`config.mk`:
```
export PLATFORM = sky130hd
export DESIGN_NAME = jtag_host_driver
export DESIGN_NICKNAME = d
export VERILOG_FILES = /design/src/rtl/jtag_host_pkg.sv /design/src/rtl/jtag_host_driver_tck_gen.sv /design/src/rtl/jtag_host_driver.sv
export SDC_FILE = /design/constraint.sdc
export NUM_CORES = 1
export LEC_CHECK = 0
export BUFFER_PORTS_ARGS = -buffer_cell sky130_fd_sc_hd__buf_4
export CAP_MARGIN = 20
export CORE_ASPECT_RATIO = 0.6
export CORE_MARGIN = 8
export CORE_UTILIZATION = 45
export CTS_BUF_LIST = sky130_fd_sc_hd__clkbuf_2 sky130_fd_sc_hd__clkbuf_4 sky130_fd_sc_hd__clkbuf_8
export CTS_CLUSTER_SIZE = 14
export DETAILED_ROUTE_END_ITERATION = 10
export PLACE_DENSITY = 0.75
export SLEW_MARGIN = 20
export SYNTH_ARGS = -nofsm -noshare
export SYNTH_HDL_FRONTEND = slang
export SYNTH_SLANG_ARGS = --single-unit
```
`constraint.sdc`:
```
create_clock -name clk -period 7.8 [get_ports clk]
set_input_delay 1.95 -clock clk [delete_from_list [all_inputs] [get_ports clk]]
set_output_delay 1.95 -clock clk [all_outputs]
set_load 0.05 [all_outputs]
```
`src/rtl/jtag_host_pkg.sv`:
```
// Shared types and TMS pattern constants for the JTAG host driver.
// Patterns are stored LSB first: bit i is the TMS value of the i-th TCK.
package jtag_host_pkg;

    typedef enum logic [1:0] {
        OP_TAP_RESET = 2'd0,
        OP_SHIFT_IR  = 2'd1,
        OP_SHIFT_DR  = 2'd2,
        OP_RUN_IDLE  = 2'd3
    } op_e;

    typedef enum logic [2:0] {
        ST_IDLE,
        ST_PRE,
        ST_SHIFT,
        ST_POST,
        ST_RSP
    } state_e;

    localparam logic [7:0] RESET_TMS  = 8'b0011_1111;
    localparam int         RESET_LEN  = 7;
    localparam logic [7:0] IR_PRE_TMS = 8'b0000_0011;
    localparam int         IR_PRE_LEN = 4;
    localparam logic [7:0] DR_PRE_TMS = 8'b0000_0001;
    localparam int         DR_PRE_LEN = 3;
    localparam logic [7:0] POST_TMS   = 8'b0000_0001;
    localparam int         POST_LEN   = 2;

    function automatic logic pre_tms(input op_e op, input logic [2:0] idx);
        case (op)
            OP_TAP_RESET: return RESET_TMS[idx];
            OP_SHIFT_IR:  return IR_PRE_TMS[idx];
            OP_SHIFT_DR:  return DR_PRE_TMS[idx];
            default:      return 1'b0;
        endcase
    endfunction

    function automatic logic [2:0] pre_last(input op_e op);
        case (op)
            OP_TAP_RESET: return 3'(RESET_LEN - 1);
            OP_SHIFT_IR:  return 3'(IR_PRE_LEN - 1);
            OP_SHIFT_DR:  return 3'(DR_PRE_LEN - 1);
            default:      return 3'd0;
        endcase
    endfunction

endpackage

```
`src/rtl/jtag_host_driver_tck_gen.sv`:
```
// TCK divider: low phase then high phase of TCK_DIV clks each, with strobes
// flagging the clk edge that drives tck high (rise_en) or low (fall_en).
module jtag_tck_gen #(
    parameter int TCK_DIV = 2
) (
    input  logic clk,
    input  logic rst,
    input  logic en,
    output logic tck,
    output logic fall_en,
    output logic rise_en
);
    localparam int CW = (TCK_DIV > 1) ? $clog2(TCK_DIV) : 1;

    logic [CW-1:0] cnt;
    logic          at_end;

    assign at_end  = (cnt == CW'(TCK_DIV - 1));
    assign rise_en = en & at_end & ~tck;
    assign fall_en = en & at_end & tck;

    // Disabling clears the phase so every command starts with a full low phase.
    always_ff @(posedge clk or posedge rst) begin
        if (rst) begin
            cnt <= '0;
            tck <= 1'b0;
        end else if (!en) begin
            cnt <= '0;
            tck <= 1'b0;
        end else if (at_end) begin
            cnt <= '0;
            tck <= ~tck;
        end else begin
            cnt <= cnt + CW'(1);
        end
    end

endmodule

```
`src/rtl/jtag_host_driver.sv`:
```
// JTAG initiator: turns queued TAP commands into TCK/TMS/TDI waveforms and
// returns the captured TDO bits, one response per command.
module jtag_host_driver
    import jtag_host_pkg::*;
#(
    parameter  int TCK_DIV = 2,
    parameter  int MAX_LEN = 64,
    localparam int LW      = $clog2(MAX_LEN + 1)
) (
    input  logic               clk,
    input  logic               rst,
    input  logic               cmd_valid,
    output logic               cmd_ready,
    input  logic [1:0]         cmd_op,
    input  logic [LW-1:0]      cmd_len,
    input  logic [MAX_LEN-1:0] cmd_data,
    output logic               rsp_valid,
    input  logic               rsp_ready,
    output logic [MAX_LEN-1:0] rsp_data,
    output logic               tck,
    output logic               tms,
    output logic               tdi,
    input  logic               tdo
);
    state_e             state;
    op_e                op_q;
    logic [2:0]         idx;
    logic [LW-1:0]      bit_cnt;
    logic [LW-1:0]      len_q;
    logic [MAX_LEN-1:0] tx;
    logic [MAX_LEN-1:0] rx;
    logic               is_idle;
    logic               tck_en;
    logic               fall_en;
    logic               rise_en;
    logic [LW-1:0]      len_clamped;

    assign tck_en   = (state == ST_PRE) || (state == ST_SHIFT) || (state == ST_POST);
    assign rsp_data = rx;
    assign len_clamped = (cmd_len > LW'(MAX_LEN)) ? LW'(MAX_LEN) : cmd_len;

    jtag_tck_gen #(.TCK_DIV(TCK_DIV)) u_tck_gen (
        .clk     (clk),
        .rst     (rst),
        .en      (tck_en),
        .tck     (tck),
        .fall_en (fall_en),
        .rise_en (rise_en)
    );

    // NOTE: all FSM state uses non-blocking assignments so every branch sees pre-edge values.
    always_ff @(posedge clk or posedge rst) begin
        if (rst) begin
            state     <= ST_IDLE;
            op_q      <= OP_TAP_RESET;
            idx       <= '0;
            bit_cnt   <= '0;
            len_q     <= '0;
            tx        <= '0;
            rx        <= '0;
            is_idle   <= 1'b0;
            tms       <= 1'b1;
            tdi       <= 1'b0;
            cmd_ready <= 1'b1;
            rsp_valid <= 1'b0;
        end else begin
            case (state)
                ST_IDLE: if (cmd_valid) begin
                    op_q      <= op_e'(cmd_op);
                    idx       <= '0;
                    bit_cnt   <= '0;
                    rx        <= '0;
                    tdi       <= 1'b0;
                    cmd_ready <= 1'b0;
                    is_idle   <= (op_e'(cmd_op) == OP_RUN_IDLE);
                    tx        <= (op_e'(cmd_op) == OP_RUN_IDLE) ? '0 : cmd_data;
                    case (op_e'(cmd_op))
                        OP_TAP_RESET: begin
                            len_q <= '0;
                            state <= ST_PRE;
                            tms   <= pre_tms(OP_TAP_RESET, 3'd0);
                        end
                        OP_RUN_IDLE: begin
                            len_q <= cmd_len;
                            tms   <= 1'b0;
                            if (cmd_len == '0) begin
                                state     <= ST_RSP;
                                rsp_valid <= 1'b1;
                            end else begin
                                state <= ST_SHIFT;
                            end
                        end
                        default: begin
                            len_q <= len_clamped;
                            if (len_clamped == '0) begin
                                state     <= ST_RSP;
                                rsp_valid <= 1'b1;
                            end else begin
                                state <= ST_PRE;
                                tms   <= pre_tms(op_e'(cmd_op), 3'd0);
                            end
                        end
                    endcase
                end

                ST_PRE: if (fall_en) begin
                    if (idx == pre_last(op_q)) begin
                        idx <= '0;
                        if (op_q == OP_TAP_RESET) begin
                            state     <= ST_RSP;
                            rsp_valid <= 1'b1;
                        end else begin
                            state <= ST_SHIFT;
                            tms   <= (len_q == LW'(1));
                            tdi   <= tx[0];
                        end
                    end else begin
                        idx <= idx + 3'd1;
                        tms <= pre_tms(op_q, idx + 3'd1);
                    end
                end

                ST_SHIFT: begin
                    if (rise_en && !is_idle)
                        rx <= rx | ({{(MAX_LEN-1){1'b0}}, tdo} << bit_cnt);
                    if (fall_en) begin
                        if (bit_cnt == len_q - LW'(1)) begin
                            tdi <= 1'b0;
                            if (is_idle) begin
                                state     <= ST_RSP;
                                rsp_valid <= 1'b1;
                            end else begin
                                state <= ST_POST;
                                tms   <= POST_TMS[0];
                            end
                        end else begin
                            bit_cnt <= bit_cnt + LW'(1);
                            tx      <= tx >> 1;
                            tdi     <= tx[1];
                            tms     <= !is_idle && (bit_cnt + LW'(2) == len_q);
                        end
                    end
                end

                ST_POST: if (fall_en) begin
                    if (idx == 3'(POST_LEN - 1)) begin
                        idx       <= '0;
                        state     <= ST_RSP;
                        rsp_valid <= 1'b1;
                    end else begin
                        idx <= idx + 3'd1;
                        tms <= POST_TMS[idx + 3'd1];
                    end
                end

                ST_RSP: if (rsp_ready) begin
                    rsp_valid <= 1'b0;
                    cmd_ready <= 1'b1;
                    state     <= ST_IDLE;
                end

                default: state <= ST_IDLE;
            endcase
        end
    end

endmodule

```
======== Word-level counts from Yosys, hierarchy flattened ========
Memories as Yosys holds them, arrays and structs flattened.
Index checks and enable logic that the tools add are counted.
word-level totals
  output and inout port bits .............. 69
  register bits ........................... 157
  bits of input ports ..................... 78
  bits in read-only memories .............. 24
  memories kept ........................... 3
  logic and storage cells ................. 172
cells by class
  reduce and logical (&&, ||, !) cells .... 26
  equal/unequal tests ..................... 35
  $lt $le $gt $ge ......................... 2
  multiplexer cells ....................... 81
  bitwise logic cells ..................... 5
  $add $sub $neg .......................... 5
  shifts and indexed selects .............. 1
memories
  memory            depth  width  rd ports  clocked after Yosys merged registers in  wr ports  RTL line                 RTL
  (name not given)  8      1      1         0                                        0         jtag_host_driver.sv:152  tms <= POST_TMS[idx + 3'd1];
  (name not given)  8      1      1         0                                        0         jtag_host_pkg.sv:32      OP_SHIFT_IR: return IR_PRE_TMS[idx];
  (name not given)  8      1      1         0                                        0         jtag_host_pkg.sv:31      OP_TAP_RESET: return RESET_TMS[idx];
operators by type and width
  operator               number
  $mux W64               6
  $pmux W64 S2           2
  $or A64 B64 Y64        1
  $shl A1 B7 Y64         1
  $mux W3                19
  $mux W1                37
  $mux W7                4
  $pmux W7 S2            2
  $ne A2 B2 Y1 const B   11
  $pmux W3 S3            2
  $pmux W3 S5            1
  $eq A7 B7 Y1           2
  $logic_not A7 Y1       2
  $reduce_and A14 Y1     1
  $ne A3 B3 Y1 const B   4
  $ne A2 B1 Y1 const B   5
  $reduce_and A9 Y1      1
  $reduce_and A4 Y1      2
  $reduce_and A8 Y1      1
  $add A7 B1 Y7 const B  1
  $add A7 B2 Y7 const B  1
  $eq A7 B1 Y1 const B   1
  $gt A7 B7 Y1 const B   1
  $sub A7 B1 Y7 const B  1
  30 further kinds       46

======== Longest topological paths before layout ========
Gate-level depths: netlist of the first run.
  word-level depth ........................ 11
  mapped depth ............................ 10
  gate-level depth less buffers ........... 8

======== By module ========
From an unflattened synthesis of the first run, not the netlist that was laid out.
unflattened totals
  cells, all modules ...................... 772
  area, all modules ....................... 7483.4 µm²
by module, submodules not included
  module            area each (µm²)  times used  cells an instance  sequential area each (µm²)
  jtag_host_driver  7390.8           1           763                3881.2
  jtag_tck_gen      92.6             1           9                  50.0

======== Worst setup path after synthesis of the first run ========
Ideal clock, no wire load.
  kind .................................... input port to flip-flop
  start ................................... input cmd_len[0]
  end ..................................... register state[1]
  stages .................................. 6
  arrival time ............................ 3358 ps
  required time ........................... 7675 ps
  setup time .............................. 125 ps
  slack ................................... 4318 ps
  buffers on the path ..................... 0
  path through ............................ or4_1 nor3_1 o22ai_1 a21oi_1 nor2_1 mux2_2
on the way
  word-level cells in the longest chain between the ends .. 5
RTL lines
  element                 RTL line                RTL
  start: declaration      jtag_host_driver.sv:15  input logic [LW-1:0] cmd_len,
  $logic_not A7 Y1        jtag_host_driver.sv:86  if (cmd_len == '0) begin
  $mux W3                 jtag_host_driver.sv:86
  $pmux W3 S2             jtag_host_driver.sv:77  case (op_e'(cmd_op))
  $mux W3                 jtag_host_driver.sv:68  ST_IDLE: if (cmd_valid) begin
  $pmux W3 S5             jtag_host_driver.sv:67  case (state)
  end signal: assignment  jtag_host_driver.sv:80  state <= ST_PRE;
  end signal: assignment  jtag_host_driver.sv:87  state <= ST_RSP;
  end signal: assignment  jtag_host_driver.sv:90  state <= ST_SHIFT;
  end: declaration        jtag_host_driver.sv:25  state_e state;
No other way between the ends. The select of a mux whose other input is x is not followed.
A chain may end at the register's enable or synchronous reset.

======== Worst setup path after layout of the first run ========
  start ................................... register state[2]
  end ..................................... register tx[13]
on the way
  word-level cells in the longest chain between the ends .. 7
RTL lines
  element                                       RTL line                                        RTL
  start signal: assignment                      jtag_host_driver.sv:54                          state <= ST_IDLE;
  start signal: assignment                      jtag_host_driver.sv:80
  start signal: assignment                      jtag_host_driver.sv:87
  $eq A3 B1 Y1 or $eq A3 B2 Y1 (tied branches)  jtag_host_driver.sv:38, jtag_host_driver.sv:67
  $logic_or A1 B1 Y1 (2 in series)              jtag_host_driver.sv:38                          assign tck_en = (state == ST_PRE) || (state == ST_SHIFT) || (state == ST_POST);
  $and A1 B1 Y1 (2 in series)                   jtag_host_driver_tck_gen.sv:20                  assign fall_en = en & at_end & tck;
  $ne A2 B2 Y1 (no line)                        --
  $reduce_and A4 Y1 (no line)                   --
  end signal: assignment                        jtag_host_driver.sv:76                          tx <= (op_e'(cmd_op) == OP_RUN_IDLE) ? '0 : cmd_data;
  end signal: assignment                        jtag_host_driver.sv:138                         tx <= tx >> 1;
  end: declaration                              jtag_host_driver.sv:30                          logic [MAX_LEN-1:0] tx;
Several ways; a longest one is shown, not always the timed one.

==> qor.txt, run 1 <==
Area growth syn-to-layout - 21.52%
Count of port buffers added during placement - 146
Syn avg cell area - 10.41 µm²
GPL Wtd Cong - 0.8606
Number of iterations in the first detailed-routing pass - 5
Max clock buf depth - 2
Worst-case reg-to-reg path depth - 6
Status - finished clean
Worst slack, placed - 3.464 ns
Clock root cell - clkbuf_8
Flop-to-flop setup slack - 4.25 ns
Async SR Flop Fraction - 100.0%
Synth unique cells - 59
Resized cells post-CTS - 0
Total power - 2.976 mW
Hold Path Class - flop to flop
# hold bufs at CTS - 0
Critical-path maximum fanout - 80
Clock Latency Late Sink - 0.44 ns
DP HPWL - 13.81 mm
Mapped cell area - 7432 µm²
Share of cells above drive strength 1 - 31.16%
PD cells - 329.5 nW/µm²
Drt drc - 0
Die height - 115.5 µm
Post-synth EDFFs - 0
Initial antenna violation count - 0
DR WL/cell - 19.45 µm
Via density - 5.863
Clock sink count - 157
Global Route Usage Sum - 19.07%
Final-report max-slew violation count - 0
Clock slew at reported path FFs - 0.09 ns
Core area - 16220 µm²
Final hold viol count - 0
Initial Util - 45.83%
RSZ-0062 raised after global routing - no
F_max - 281.4 MHz
Crit end category - flop
Setup TNS - 0 ns
1st-iter DRT viols - 726
Final Cycle Share - 45.57%
Remaining antenna violation count - 0
Die Footprint - 21020 µm²
# rows - 36
H-tree depth - 4
Synth warnings - 0
Minimum clock period - 3.554 ns
Synth Net Count - 802
CTS buffer count - 17
Commonest non-fill, non-tap cell in the layout - dfrtp_1
# diodes - 0
Headroom to the max-slew limit - 26.99%
Vias in the first global route - 5939
Setup violations, final - 0
Startpoint types - flop
Post-synthesis sequential area ratio - 52.90%
PnR worst setup slack - 4.246 ns
WS Path Type - flop to flop
Gr ovfl total - 0
Required @ worst endpoint - 8.12 ns
CTS tree - built
Leakage - 4.232 nW
Largest net degree at the start of global routing - 84
Drt total wl - 20.48 mm
Most frequent cells in the layout - dfrtp_1, buf_4, nor2_1, a21oi_1, a21o_1
Synthesized flop and latch total - 157
Top_reg_cell synth - dfrtp_1
Slew @ Worst Pin - 1.095 ns
Routed vias - 6174
Clock skew - 0.01164 ns
WHS Path Cells - 2
WP data arrival - 3.87 ns
First-pass GRT wire length - 32.45 mm
Number of max-cap violations - 0
Fin nets - 919
Max IR drop VDD - 154.0 µV
Die width - 181.9 µm
Mapped Cells - 714
IO Pins - 147
Post-CTS setup buffers - 0
report_power, final:
group          switching (mW)  internal [mW]
Combinational           0.578          0.492
Clock                   0.343          0.303
Sequential              0.216           1.04
Total                    1.14           1.84
cell type report:
class,count,area (µm²)
multi-input cells,486,3212
fillers,1425,7184
flip-flops and latches,157,3931
inverters,18,72.57
well taps,209,261.5
clock buffers,18,241.5
clock inverters,14,178.9
repair buffers,151,1134
worst max-delay path: stages, from the launching register on:
cell	delay (ns)
dfrtp_1	0.63
nor3_1	0.75
nor2_1	0.19
o311ai_4	0.13
buf_4	0.69
nand2_4	0.54
o221a_2	0.43
through the flow:
step / std cells / utilization [%] / area (µm²) / hold WS (ns)
2_1_floorplan: 714 / - / 7432 / 0.4821
3_3_place_gp: 1021 / 53.07 / 8606 / 0.4771
3_5_place_dp: 1021 / 53.07 / 8606 / 0.4859
4_1_cts: 1053 / 55.66 / 9026 / 0.5092
5_1_grt: 1053 / 55.69 / 9031 / 0.5302
6_report: 1053 / 55.69 / 9031 / 0.5020
metal layers:
layer	GRT usage, %	up-vias	wire, µm
met4	3.263	0	88
met1	28.48	3082	10240
met3	7.577	10	2025
met5	0	-	0
li1	-	2855	-
met2	25.47	227	8126
synth_stat cells, drive strengths merged (3+ instances only):
library cell / count / share of area, %
o21ai: 15 / 1.0
o22ai: 5 / 0.42
nor4: 3 / 0.34
o221a: 62 / 9.4
inv: 18 / 0.91
ha: 10 / 1.7
clkbuf: 28 / 1.4
dfrtp: 155 / 52
a21o: 63 / 6.4
xor2: 8 / 0.94
nor3: 16 / 1.1
nand2: 29 / 1.5
nand3b: 3 / 0.30
mux2i: 3 / 0.40
o31ai: 3 / 0.30
o41ai: 4 / 0.47
o211ai: 4 / 0.40
nand3: 18 / 1.2
a31oi: 7 / 0.59
buf: 25 / 1.7
and2: 4 / 0.34
o211a: 4 / 0.54
a21oi: 80 / 5.4
xnor2: 7 / 0.82
nand2b: 8 / 0.67
nor2: 96 / 4.8
or3: 3 / 0.25
or4: 3 / 0.30
flip-flops by register name, summed over array words and instances (netlist names):
name,count
len_q,7
state,3
cmd_ready,1
u_tck_gen.tck,1
op_q,2
rsp_valid,1
bit_cnt,7
rsp_data,64
is_idle,1
tms,1
tx,64
tdi,1
idx,3
u_tck_gen.at_end,1
final timing paths:
kind                                                from                  endpoint
worst max-delay path                state[2]$_DFFE_PP0P_        tx[13]$_DFFE_PP0P_
worst min-delay path            rsp_data[29]$_DFFE_PP0P_  rsp_data[29]$_DFFE_PP0P_
worst max register to register      state[2]$_DFFE_PP0P_        tx[13]$_DFFE_PP0P_
worst min register to register  rsp_data[29]$_DFFE_PP0P_  rsp_data[29]$_DFFE_PP0P_
max in group asynchronous                            rst      len_q[3]$_DFFE_PP0P_
min in group asynchronous                            rst  rsp_data[37]$_DFFE_PP0P_
kinds of logic (layout without fill, tap and decap cells):
logic type	count (synthesis)	after routing	share of synthesized area (%)
buf+inv	71	201	4.007
xor+xnor	15	15	1.768
simple gates	193	193	11.94
mux	5	5	0.7071
fa+ha+maj	10	10	1.684
flops	157	157	52.90
compound gates	263	263	27.00
(Power assumes the default switching activity.)
==> inputs of run 2 (changes only) <==
--- a/config.mk
+++ b/config.mk
@@ -13,7 +13,7 @@
 export CTS_BUF_LIST = sky130_fd_sc_hd__clkbuf_2 sky130_fd_sc_hd__clkbuf_4 sky130_fd_sc_hd__clkbuf_8
 export CTS_CLUSTER_SIZE = 14
 export DETAILED_ROUTE_END_ITERATION = 10
-export PLACE_DENSITY = 0.75
+export PLACE_DENSITY = 0.78
 export SLEW_MARGIN = 20
 export SYNTH_ARGS = -nofsm -noshare
 export SYNTH_HDL_FRONTEND = slang
==> constraint.sdc (replaced) <==
create_clock -name clk -period 3.2 [get_ports clk]
set_input_delay 0.8 -clock clk [delete_from_list [all_inputs] [get_ports clk]]
set_output_delay 0.8 -clock clk [all_outputs]
set_load 0.05 [all_outputs]
==> qor.txt, run 2 (synthesis results as in run 1) <==
Status - finished clean (unchanged)
IO Pins - 147 (unchanged)
WHS Path Cells - 2 (unchanged)
Reg area - 3931 µm² (unchanged)
FILL cells - 1400 (was 1425)
Clock Latency Late Sink - 0.44 ns (about the same)
WP data arrival - 2.84 ns (was 3.87 ns)
Hold Path Class - flop to flop (unchanged)
PD cells - 784.9 nW/µm² (was 329.5 nW/µm²)
Final Cycle Share - 78.85% (was 45.57%)
Clock slew at reported path FFs - 0.09 ns (about the same)
Startpoint types - flop (unchanged)
First-pass GRT wire length - 33.30 mm (was 32.45 mm)
Max IR drop VDD - 353.9 µV (was 154.0 µV)
Initial antenna violation count - 0 (unchanged)
Share of cells above drive strength 1 - 32.83% (was 31.16%)
WL met3 - 2.472 mm (was 2.025 mm)
DP HPWL - 14.44 mm (was 13.81 mm)
Required @ worst endpoint - 3.52 ns (was 8.12 ns)
1st-iter DRT viols - 745 (was 726)
Leakage - 4.328 nW (was 4.232 nW)
Met1 WL - 9.959 mm (was 10.24 mm)
Placed Area - 8800 µm² (was 8606 µm²)
Clock sink count - 157 (unchanged)
GPL Wtd Cong - 0.9288 (was 0.8606)
Die width - 181.9 µm (unchanged)
Fin nets - 940 (was 919)
# rows - 36 (unchanged)
Final instance area - 9173 µm² (was 9031 µm²)
Worst-case reg-to-reg path depth - 9 (was 6)
Most frequent cells in the layout - buf_4, dfrtp_1, nor2_1, a21oi_1, a21o_1 (was dfrtp_1, buf_4, nor2_1, a21oi_1, a21o_1)
Max clock buf depth - 2 (unchanged)
H-tree depth - 4 (unchanged)
Core area - 16220 µm² (unchanged)
Drt total wl - 20.59 mm (was 20.48 mm)
Die height - 115.5 µm (unchanged)
Clock root cell - clkbuf_8 (unchanged)
Final hold viol count - 0 (unchanged)
Max stage delay on crit path - 0.44 ns (was 0.75 ns)
Count of port buffers added during placement - 146 (unchanged)
RSZ-0062 raised after global routing - no (unchanged)
Routed vias - 6213 (was 6174)
# diodes - 0 (unchanged)
Initial Util - 45.83% (unchanged)
CTS tree - built (unchanged)
Area growth syn-to-layout - 23.42% (was 21.52%)
Crit-path cells - inv_1, ha_1, nand2b_1, o211a_1, o31a_1, o311ai_4, nand2_2, buf_12, o221a_2 (was nor3_1, nor2_1, o311ai_4, buf_4, nand2_4, o221a_2)
Via density - 5.785 (was 5.863)
CTS buffer count - 17 (unchanged)
Setup violations, final - 0 (unchanged)
Final-report max-slew violation count - 0 (unchanged)
Slowest CP cell - dfrtp_1 (was nor3_1)
Met2 Routed Length - 8.008 mm (was 8.126 mm)
Number of max-cap violations - 0 (unchanged)
Gr ovfl total - 0 (unchanged)
Resized cells post-CTS - 0 (unchanged)
Vias in the first global route - 6041 (was 5939)
Commonest non-fill, non-tap cell in the layout - buf_4 (was dfrtp_1)
Total power - 7.199 mW (was 2.976 mW)
Largest net degree at the start of global routing - 158 (was 84)
Fin util - 56.57% (was 55.69%)
Headroom to the max-slew limit - 36.84% (was 26.99%)
DR WL/cell - 19.17 µm (was 19.45 µm)
Area of the multi-input gates - 3207 µm² (was 3212 µm²)
Drt drc - 0 (unchanged)
Number of iterations in the first detailed-routing pass - 9 (was 5)
Die Footprint - 21020 µm² (unchanged)
Slew @ Worst Pin - 0.9402 ns (was 1.095 ns)
Post-CTS setup buffers - 0 (unchanged)
Minimum clock period - 2.523 ns (was 3.554 ns)
Top sig layer - met4 (unchanged)
Remaining antenna violation count - 0 (unchanged)
F_max - 396.3 MHz (was 281.4 MHz)
WS Path Type - flop to flop (unchanged)
Critical-path maximum fanout - 61 (was 80)
# hold bufs at CTS - 0 (unchanged)
Clock skew - 0.01612 ns (was 0.01164 ns)
Global Route Usage Sum - 19.89% (was 19.07%)
Crit end category - flop (unchanged)
Setup TNS - 0 ns (unchanged)
[run 2: area by class of cell]
| cell class | count | share of cell area [%] |
|---|---|---|
| multi-input cells | 486 | 34.96 |
| clock buffers | 18 | 2.701 |
| flip-flops and latches | 157 | 42.86 |
| clock inverters | 14 | 1.364 |
| inverters | 18 | 0.7775 |
| repair buffers | 172 | 14.49 |
| well taps | 209 | 2.851 |
[run 2: worst max-delay path, delay by kind of cell, from the launching register on]
kind            cells  cell delay, ns
buf+inv             2            0.28
compound gates      4            1.10
simple gates        2            0.29
flops               1            0.44
fa+ha+maj           1            0.26
[run 2: where the power goes]
part | switching (mW) | internal (mW) | total (mW)
logic | 1.47 | 1.29 | 2.77
registers | 0.480 | 2.55 | 3.03
clock network | 0.820 | 0.588 | 1.41
total | 2.77 | 4.43 | 7.20
[run 2: path summary, 6_finish.rpt]
check	startpoint	to	slack, ns
setup / recovery	len_q[0]$_DFFE_PP0P_	tx[58]$_DFFE_PP0P_	0.68
hold / removal	rsp_data[22]$_DFFE_PP0P_	rsp_data[22]$_DFFE_PP0P_	0.50
hold reg to reg	rsp_data[22]$_DFFE_PP0P_	rsp_data[22]$_DFFE_PP0P_	0.50
setup reg to reg	len_q[0]$_DFFE_PP0P_	tx[58]$_DFFE_PP0P_	0.68
min in group asynchronous	rst	rsp_data[44]$_DFFE_PP0P_	0.57
max in group asynchronous	rst	tx[4]$_DFFE_PP0P_	1.98
[run 2: stage by stage]
stage                     std cells  hold slack, ns  setup WS [ns]
after floorplan                 714          0.4821         0.4148
after global placement         1042          0.4783         0.5634
after detailed placement       1042          0.4866         0.5640
after CTS                      1074          0.5091         0.6874
after global routing           1074          0.5275         0.4884
final                          1074          0.5044         0.6767
[run 2: per-layer routing]
metal	up-vias	GRT usage, %
li1	2901	-
met1	2998	29.29
met2	299	26.00
met3	15	8.704
met4	0	4.459
met5	-	0
==> inputs of run 3 (changes only) <==
==> constraint.sdc (replaced) <==
create_clock -name clk -period 2.3 [get_ports clk]
set_input_delay 0.575 -clock clk [delete_from_list [all_inputs] [get_ports clk]]
set_output_delay 0.575 -clock clk [all_outputs]
set_load 0.05 [all_outputs]
==> qor.txt, run 3 (synthesis results as in run 1) <==
Status - finished with violations (was finished clean)
Failing checks - setup timing
Final Cycle Share - 105.6% (was 78.85%)
Initial Util - 45.83% (unchanged)
Required @ worst endpoint - 2.63 ns (was 3.52 ns)
F_max - 411.8 MHz (was 396.3 MHz)
Worst-case reg-to-reg path depth - 9 (unchanged)
Slew @ Worst Pin - 0.6187 ns (was 0.9402 ns)
Vias in the first global route - 6510 (was 6041)
Flop-to-flop setup slack - -0.13 ns (was 0.68 ns)
Final hold viol count - 0 (unchanged)
Crit end category - flop (unchanged)
Clock Latency Late Sink - 0.45 ns (was 0.44 ns)
Minimum clock period - 2.428 ns (was 2.523 ns)
Clock skew - 0.01973 ns (was 0.01612 ns)
Clock slew at reported path FFs - 0.10 ns (was 0.09 ns)
Die Footprint - 21020 µm² (unchanged)
Crit-path cells - buf_4, nor3_2, xnor2_1, o2111ai_4, buf_4, o31ai_1, nand2_1, buf_4, mux2_2 (was inv_1, ha_1, nand2b_1, o211a_1, o31a_1, o311ai_4, nand2_2, buf_12, o221a_2)
Setup TNS - -3.841 ns (was 0 ns)
RR Endpoint - state[1]$_DFFE_PP0P_ (was tx[58]$_DFFE_PP0P_)
Startpoint types - flop (unchanged)
Commonest non-fill, non-tap cell in the layout - buf_4 (unchanged)
H-tree depth - 4 (unchanged)
# diodes - 0 (unchanged)
DP HPWL - 15.32 mm (was 14.44 mm)
Hold Path Class - input pin to asynchronous set/reset pin (was flop to flop)
IO Pins - 147 (unchanged)
Leakage - 4.602 nW (was 4.328 nW)
Die height - 115.5 µm (unchanged)
PnR worst setup slack - -0.1284 ns (was 0.6767 ns)
Clock sink count - 157 (unchanged)
Most frequent cells in the layout - buf_4, dfrtp_1, nor2_1, a21oi_1, a21o_1 (unchanged)
Share of cells above drive strength 1 - 38.34% (was 32.83%)
Max stage delay on crit path - 0.48 ns (was 0.44 ns)
Int Pwr - 6.813 mW (was 4.426 mW)
CTS tree - built (unchanged)
Die width - 181.9 µm (unchanged)
Fin util - 60.16% (was 56.57%)
CP top delay family - compound AO/OA/AOI/OAI gates (unchanged)
WS Path Type - flop to flop (unchanged)
Sw Ratio - 38.12% (was 38.52%)
# hold bufs at CTS - 0 (unchanged)
Critical-path maximum fanout - 6 (was 61)
1st-iter DRT viols - 753 (was 745)
Initial antenna violation count - 0 (unchanged)
Final-report max-slew violation count - 0 (unchanged)
Combinational Power Share - 42.4% (was 38.4%)
CTS buffer count - 17 (unchanged)
# rows - 36 (unchanged)
Remaining antenna violation count - 0 (unchanged)
Number of max-cap violations - 0 (unchanged)
Setup violations, final - 65 (was 0)
Slowest CP cell - dfrtp_2 (was dfrtp_1)
Fin nets - 981 (was 940)
Global Route Usage Sum - 21.23% (was 19.89%)
Routed vias - 6564 (was 6213)
Worst slack, placed - -0.1240 ns (was 0.5640 ns)
WP data arrival - 2.76 ns (was 2.84 ns)
Switching power - 4.196 mW (was 2.774 mW)
Crit Reg-Reg Startpoint - len_q[2]$_DFFE_PP0P_ (was len_q[0]$_DFFE_PP0P_)
Gr ovfl total - 0 (unchanged)
Drt drc - 0 (unchanged)
Core area - 16220 µm² (unchanged)
GPL Wtd Cong - 0.9376 (was 0.9288)
Clock power share - 19.4% (was 19.6%)
Clock root cell - clkbuf_8 (unchanged)
Layout Cells excl Fill - 1114 (was 1074)
Max IR drop VDD - 511.1 µV (was 353.9 µV)
Count of port buffers added during placement - 146 (unchanged)
DR WL/cell - 20.32 µm (was 19.17 µm)
Placed insts - 1075 (was 1042)
PD cells - 1129 nW/µm² (was 784.9 nW/µm²)
Register share of total power - 38.2% (was 42.0%)
Number of buffers and inverters on the critical path - 3 (was 2)
Most used cell along the critical path - buf_4
Headroom to the max-slew limit - 58.60% (was 36.84%)
Drt total wl - 22.63 mm (was 20.59 mm)
Area growth syn-to-layout - 31.26% (was 23.42%)
Via density - 5.892 (was 5.785)
Largest net degree at the start of global routing - 79 (was 158)
Number of iterations in the first detailed-routing pass - 7 (was 9)
Max clock buf depth - 2 (unchanged)
RSZ-0062 raised after global routing - yes (was no)
First-pass GRT wire length - 35.71 mm (was 33.30 mm)
[run 3: cell count changes in the layout (fill, tap and decap cells not counted), moves of 3 or more]
cell,before,now
xor2_1,8,5
a21oi_1,80,77
nor3_1,15,11
a21oi_2,0,3
dfrtp_2,0,3
dfrtp_1,155,152
nor3_2,1,5
clkinv_4,5,2
buf_6,0,4
xor2_2,0,3
buf_4,169,201
buf_16,0,3
[run 3: worst reg2reg max path, stage by stage (launching register included)]
cell       delay, ns
dfrtp_2         0.48
buf_4           0.16
nor3_2          0.13
xnor2_1         0.22
o2111ai_4       0.21
buf_4           0.18
o31ai_1         0.33
nand2_1         0.17
buf_4           0.18
mux2_2          0.26
[run 3: area by class of cell]
type                    instances  area (µm²)
inverters                      18       71.32
clock buffers                  18       241.5
repair buffers                213        1742
well taps                     209       261.5
clock inverters                13       157.7
fillers                      1355        6460
multi-input cells             486        3347
flip-flops and latches        157        3935
[run 3: metrics by stage]
stage | hold WS, ns | total power, mW | instance area [µm²]
floorplan | 0.4821 | 6.993 | 7436
global placement | 0.4768 | 8.268 | 9085
detailed placement | 0.4902 | 8.387 | 9085
CTS | 0.06959 | 10.73 | 9619
global route | 0.07309 | 11.62 | 9756
finish | 0.08003 | 11.01 | 9756
[run 3: how the worst max path moves through the flow]
stage | slack [ns] | from | depth (start not counted) | to
2_1_floorplan | -0.26 | rst | 1 | bit_cnt[0]$_DFFE_PP0P_
3_3_place_gp | -0.02 | len_q[0]$_DFFE_PP0P_ | 9 | tx[49]$_DFFE_PP0P_
3_5_place_dp | -0.12 | len_q[0]$_DFFE_PP0P_ | 9 | tx[38]$_DFFE_PP0P_
4_1_cts | -0.03 | len_q[1]$_DFFE_PP0P_ | 10 | tx[26]$_DFFE_PP0P_
5_1_grt | -0.15 | len_q[2]$_DFFE_PP0P_ | 9 | state[1]$_DFFE_PP0P_
6_report | -0.13 | len_q[2]$_DFFE_PP0P_ | 9 | state[1]$_DFFE_PP0P_
[run 3: metal layers]
layer,track usage (%),share of wire [%],up-vias
met3,8.203,10,15
met5,0,0,-
li1,-,-,2984
met4,4.459,0.59,0
met2,29.21,41,309
met1,30.89,48,3256
[run 3: timing repair]
| item | in CTS | in global routing |
|---|---|---|
| setup buffers | 4 | 3 |
| gates cloned | 2 | 1 |
| setup endpoints to repair | 67 | 140 |
| resized for setup | 16 | 20 |
| pin swaps | 5 | 8 |
[run 3: power by group through the flow]
stage | registers, mW | clock network [mW] | logic (mW)
finish | 4.21 | 2.13 | 4.67
global route | 4.28 | 2.28 | 5.06
floorplan | 4.15 | 0 | 2.85
CTS | 4.16 | 2.17 | 4.40
detailed placement | 4.18 | 0 | 4.21
global placement | 4.18 | 0 | 4.09
